`config.mk`:
```
export PLATFORM = sky130hd
export DESIGN_NAME = sr_tap_sequencer
export DESIGN_NICKNAME = d
export VERILOG_FILES = /design/src/rtl/sr_tap_sequencer.sv
export SDC_FILE = /design/constraint.sdc
export NUM_CORES = 1
export LEC_CHECK = 0
export CELL_PAD_IN_SITES_DETAIL_PLACEMENT = 1
export CELL_PAD_IN_SITES_GLOBAL_PLACEMENT = 1
export CORE_AREA = 2 2 80 82
export DETAILED_ROUTE_END_ITERATION = 8
export DIE_AREA = 0 0 82 84
export PLACE_DENSITY_LB_ADDON = 0.08
export SLEW_MARGIN = 30
export SYNTH_ARGS = -nofsm -noshare
export SYNTH_HDL_FRONTEND = slang
export SYNTH_SLANG_ARGS = --single-unit
```
`constraint.sdc`:
```
create_clock -name clk -period 1.85 [get_ports clk]
set_clock_uncertainty 0.1 [all_clocks]
set_input_delay 0.2775 -clock clk [delete_from_list [all_inputs] [get_ports clk]]
set_output_delay 0.2775 -clock clk [all_outputs]
set_load 0.02 [all_outputs]
```
`src/rtl/sr_tap_sequencer.sv`:
```
`default_nettype none
// ============================================================================
// Module   : sr_tap_sequencer
// Brief    : Accepts one sample, pulses the tap shift register, then streams
//            every tap (newest first) to the MAC over valid/ready.
//            Optional build macro SR_TAP_ZERO_FILL_EN masks taps not yet filled.
// Revision : 1.0 - initial release
// ============================================================================
module sr_tap_sequencer #(
    parameter int DATA_WIDTH = 16,
    parameter int SIZE       = 64
) (
    input  logic                      clk,
    input  logic                      rst,
    input  logic                      in_valid,
    input  logic [DATA_WIDTH-1:0]     in_data,
    output logic                      in_ready,
    output logic                      sr_shift,
    output logic [DATA_WIDTH-1:0]     sr_din,
    output logic [$clog2(SIZE)-1:0]   sr_address,
    input  logic [DATA_WIDTH-1:0]     sr_dout,
    output logic                      tap_valid,
    input  logic                      tap_ready,
    output logic [DATA_WIDTH-1:0]     tap_data,
    output logic [$clog2(SIZE)-1:0]   tap_index,
    output logic                      tap_last,
    output logic [$clog2(SIZE):0]     fill_count
);

    localparam int AW = $clog2(SIZE);
    localparam logic [AW-1:0] ADDR_LAST = AW'(SIZE - 1);
    localparam logic [AW:0]   FILL_MAX  = (AW + 1)'(SIZE);

    typedef enum logic [1:0] {
        ST_IDLE  = 2'd0,
        ST_SHIFT = 2'd1,
        ST_SWEEP = 2'd2
    } state_t;

    state_t                  state_q, state_d;
    logic [DATA_WIDTH-1:0]   hold_q,  hold_d;
    logic [AW-1:0]           addr_q,  addr_d;
    logic [AW:0]             fill_q,  fill_d;

    always_ff @(posedge clk or negedge rst) begin
        if (!rst) begin
            state_q <= ST_IDLE;
            hold_q  <= '0;
            addr_q  <= '0;
            fill_q  <= '0;
        end else begin
            state_q <= state_d;
            hold_q  <= hold_d;
            addr_q  <= addr_d;
            fill_q  <= fill_d;
        end
    end

    always_comb begin
        state_d = state_q;
        hold_d  = hold_q;
        addr_d  = addr_q;
        fill_d  = fill_q;
        unique case (state_q)
            ST_IDLE: begin
                if (in_valid) begin
                    hold_d  = in_data;
                    state_d = ST_SHIFT;
                end
            end
            ST_SHIFT: begin
                if (fill_q != FILL_MAX) begin
                    fill_d = fill_q + 1'b1;
                end
                addr_d  = '0;
                state_d = ST_SWEEP;
            end
            ST_SWEEP: begin
                // Wrap happens only here, on the last tap's handshake.
                if (tap_ready) begin
                    if (addr_q == ADDR_LAST) begin
                        addr_d  = '0;
                        state_d = ST_IDLE;
                    end else begin
                        addr_d = addr_q + 1'b1;
                    end
                end
            end
            default: begin
                state_d = ST_IDLE;
            end
        endcase
    end

    always_comb begin
        // in_ready is gated by the raw reset so it reads 0 while held in reset.
        in_ready   = rst && (state_q == ST_IDLE);
        sr_shift   = (state_q == ST_SHIFT);
        sr_din     = hold_q;
        sr_address = addr_q;
        tap_valid  = (state_q == ST_SWEEP);
        tap_index  = addr_q;
        tap_last   = (state_q == ST_SWEEP) && (addr_q == ADDR_LAST);
        fill_count = fill_q;
`ifdef SR_TAP_ZERO_FILL_EN
        // fill_q already includes the sample shifted just before this sweep.
        tap_data   = ({1'b0, addr_q} >= fill_q) ? '0 : sr_dout;
`else
        tap_data   = sr_dout;
`endif
    end

endmodule
`default_nettype wire

```
## Word-level counts from Yosys, hierarchy flattened

Index checks and enable logic that the tools add are counted.

- Register bits: 31
- Output and inout bits: 55
- Word-level logic and storage cells: 28

- Add/sub/neg operators: 2
- Equal/unequal tests: 7
- Multiplexer cells: 7
- Reductions and logical operators: 8

Operator list:

| operator | count |
|---|---|
| $mux 6 | 2 |
| $pmux 6 s2 | 1 |
| $add 7x1->7 const B | 1 |
| $ne 7x7->1 const B | 1 |
| $add 6x1->6 const B | 1 |
| $eq 6x6->1 const B | 1 |
| $mux 2 | 3 |
| $pmux 2 s3 | 1 |
| $reduce_and 2->1 | 3 |
| $ne 2x1->1 const B | 2 |
| $reduce_and 3->1 | 1 |
| $eq 2x1->1 const B | 1 |
| $eq 2x2->1 const B | 1 |
| $logic_and 1x1->1 | 2 |
| $logic_not 2->1 | 1 |
| $ne 2x2->1 const B | 1 |
| $reduce_bool 2->1 | 1 |

## Logic depth before layout (Yosys ltp)

- Depth after elaboration: 4
- Depth in mapped cells: 5

## Worst setup path after synthesis

Ideal clock, no wire load.

- Path kind: reg2out
- From: register addr_q[0], in the netlist sr_address[0]
- To: output tap_last
- Arrival time: 1,447 ps
- Data required time: 1,472 ps
- Setup slack: 25 ps
- Cell stages (with the launch flop): 4
- Path through: dfrtp_1 > ha_1 > nand3_1 > nor3_1

- Cells in the longest elaborated chain, start to end: 2

RTL lines:

| item | RTL line | text |
|---|---|---|
| start, declared | 42 | `logic [AW-1:0] addr_q, addr_d;` |
| start signal, assigned | 54 | `addr_q <= addr_d;` |
| $eq 6x6->1 | 103 | `tap_last = (state_q == ST_SWEEP) && (addr_q == ADDR_LAST);` |
| $logic_and 1x1->1 | 103 |  |
| end, declared | 26 | `output logic tap_last,` |

No other way between the ends.

## Worst setup path after layout

- From: register fill_q[2], in the netlist fill_count[2]
- To: output fill_count[2]

RTL lines:

| item | RTL line | text |
|---|---|---|
| start, declared | 43 | `logic [AW:0] fill_q, fill_d;` |
| start signal, assigned | 55 | `fill_q <= fill_d;` |
| end, declared | 27 | `output logic [$clog2(SIZE):0] fill_count` |

No word-level cell between the ends.

==> impl_metrics.tcl <==
set metrics [dict create \
    diodes 0 \
    maxCapViolCount 0 \
    status "complete, no violations" \
    wl_per_cell_um 14.7 \
    post-cts-setup-buffers 0 \
    reg2reg_slack_ns 0.16 \
    grt_pass1_vias 1383 \
    busiest_layer "met2" \
    core_area_um2 6100 \
    grt_pass1_wl_mm 6.93 \
    synth_seq_cells 31 \
    seq_area_frac_synth_pct 47.5 \
    async_reset_ff_share_pct 100 \
    drv_slew 0 \
    clk_pin_slew_ns 0.07 \
    cts_hold_buf 0 \
    antenna_left 0 \
    rsz0062_at_grt "false" \
    grt_max_degree 32 \
    met1_usage_pct 14.9 \
    cts_max_level 2 \
    r2r-end "sr_din[12]" \
    power.density_nw_per_um2 1630 \
    finalSetupViolations 0 \
    synth-edff-count 0 \
    synth_top_flop_cell "dfrtp_1" \
    placed_cell_area_um2 2230 \
    clock.fmax_mhz 567 \
    yosys_warnings 0 \
    die_h_um 84 \
    finalHoldViolCount 0 \
    port_buffers 58 \
    start_util_pct 26.8 \
    wl_mm 4.01 \
    die_area_um2 6890 \
    post-route-cell-area_um2 2300 \
    period_share_pct 95.4 \
    firstDrtPassIters 2 \
    synth_area_um2 1630 \
    vias 1232 \
    holdWs_ns 0.330 \
    die_w_um 82 \
    fin_nets 233 \
    yosysUniqueCellTypes 35 \
    clock_path_buffers 2 \
    end_kind "output pin" \
    crit_fanout 6 \
    dp.final_hpwl_mm 3.06 \
    cts_resized 5 \
    crit_type "reg -> out" \
    use_met2_pct 22.5 \
    syn_area_per_cell_um2 11.8 \
    clock-sinks 31 \
    use_met3_pct 4.44 \
    worst_ep_arrival_time_ns 1.39 \
    max-vdd-ir-drop_v 0.000632 \
    drtIter0Drc 36 \
    grt_usage_pct 13.2 \
    drive_above_1_share_pct 22.6 \
    grt_remaining_overflow 0 \
    drc 0 \
    areaGrowthSynthToFinish_pct 41.0 \
    min_period_ns 1.76 \
    r2r_start "state_q[0]" \
    worstMarginPinSlew_ns 0.416 \
    cts_made_buffers 5 \
    via_per_inst 4.53 \
    cts_tree "done" \
    finalPower_mw 3.75 \
    root_buffer "clkbuf_8" \
    row_count 29 \
    syn-num-nets 177 \
    seqCellArea_um2 776 \
    critical_path.startpoint_type "flip-flop" \
    syn_inst 138 \
    fill_cells 684 \
    finalSetupTns_ns 0 \
    min_path_type "in -> async" \
    multi_input_area_um2 631 \
    worst-r2r-cell-count 5 \
    relSlewSlack_pct 72.3 \
    leakage_nw 0.990 \
    clk_latency_ns 0.28 \
    gp_congestion 0.731 \
    antenna_found_initial 0 \
    ioPinCount 91 \
    cp.required_ns 1.47 \
]
-- metal layers --
layer | vias up | part of all wire [%]
met2 | 43 | 52
met4 | 0 | 1.1
li1 | 571 | -
met5 | - | 0
met1 | 612 | 40
met3 | 6 | 6.7
-- layout make-up --
| type | count | share of cell area (%) |
|---|---|---|
| Sequential cell | 31 | 33.7 |
| Timing Repair Buffer | 74 | 30.1 |
| Multi-Input combinational cell | 75 | 27.4 |
| Tap cell | 77 | 4.18 |
| Clock buffer | 7 | 3.31 |
| Inverter | 7 | 1.14 |
| Clock inverter | 1 | 0.217 |
-- where the power goes --
part	leakage [nW]	switching, mW	internal [mW]
registers	0.385	0.202	0.963
logic	0.563	0.972	1.11
clock network	0.0422	0.245	0.264
-- synthesized netlist by cell type (2+ instances only) --
cell,count,share of area [%]
mux2_4,9,8.3
o21ai_0,4,1.2
nor3_1,3,0.92
nand3_1,2,0.61
nand2b_1,4,1.5
mux2_2,9,6.2
and4b_1,2,1.2
a31oi_1,2,0.77
ha_1,3,2.3
and3_1,2,0.77
nand2_1,5,1.1
xnor2_1,5,2.7
nor2b_1,2,0.77
inv_1,7,1.6
buf_4,22,10
dfrtp_1,31,47
nand4_1,4,1.5
o211ai_1,5,2.3
-- metrics by stage --
step / std cells / setup slack, ns / util (%)
CTS: 272 / 0.00709 / 37.8
detailed placement: 264 / -0.0320 / 36.6
global route: 272 / 0.00488 / 37.8
floorplan: 138 / 0.0254 / -
global placement: 264 / -0.0375 / 36.6
finish: 272 / 0.0851 / 37.8
-- sequential cells by signal, indices dropped and copies added, names as in the netlist --
register    flops
fill_count      7
sr_address      6
sr_din         16
state_q         2
-- worst max path at each step --
| stage | start | to | slack [ns] | cells after the start |
|---|---|---|---|---|
| floorplan | sr_address[0] | tap_last | 0.03 | 3 |
| global placement | rst | in_ready | -0.04 | 3 |
| detailed placement | rst | in_ready | -0.03 | 3 |
| CTS | sr_address[0] | tap_last | 0.007 | 4 |
| global route | state_q[0] | in_ready | 0.005 | 4 |
| finish | fill_count[2] | fill_count[2] | 0.09 | 2 |
-- worst max-delay path, cell delays in order, from the launching register on --
cell and delay (ns):
dfrtp_1 0.36, buf_4 0.15, clkdlybuf4s50_1 0.60
-- cell families after synthesis --
logic type / count (synthesis) / synth area share [%]
buffers and inverters: 32 / 13.9
flip-flops: 31 / 47.5
AND/OR/NAND/NOR: 30 / 10.9
multiplexers: 19 / 15.1
AO/OA/AOI/OAI: 18 / 7.66
XOR/XNOR: 5 / 2.68
adder cells (fa/ha/maj): 3 / 2.30
-- placed cells by master (no fill, tap or decap), types with 5 or more instances in the layout --
| master | instances |
|---|---|
| buf_4 | 16 |
| clkbuf_8 | 5 |
| clkdlybuf4s50_1 | 54 |
| dfrtp_1 | 31 |
| inv_1 | 7 |
| mux2_2 | 9 |
| mux2_4 | 9 |
| nand2_1 | 5 |
| o211ai_1 | 5 |
| xnor2_1 | 5 |
(Power assumes the default switching activity.)
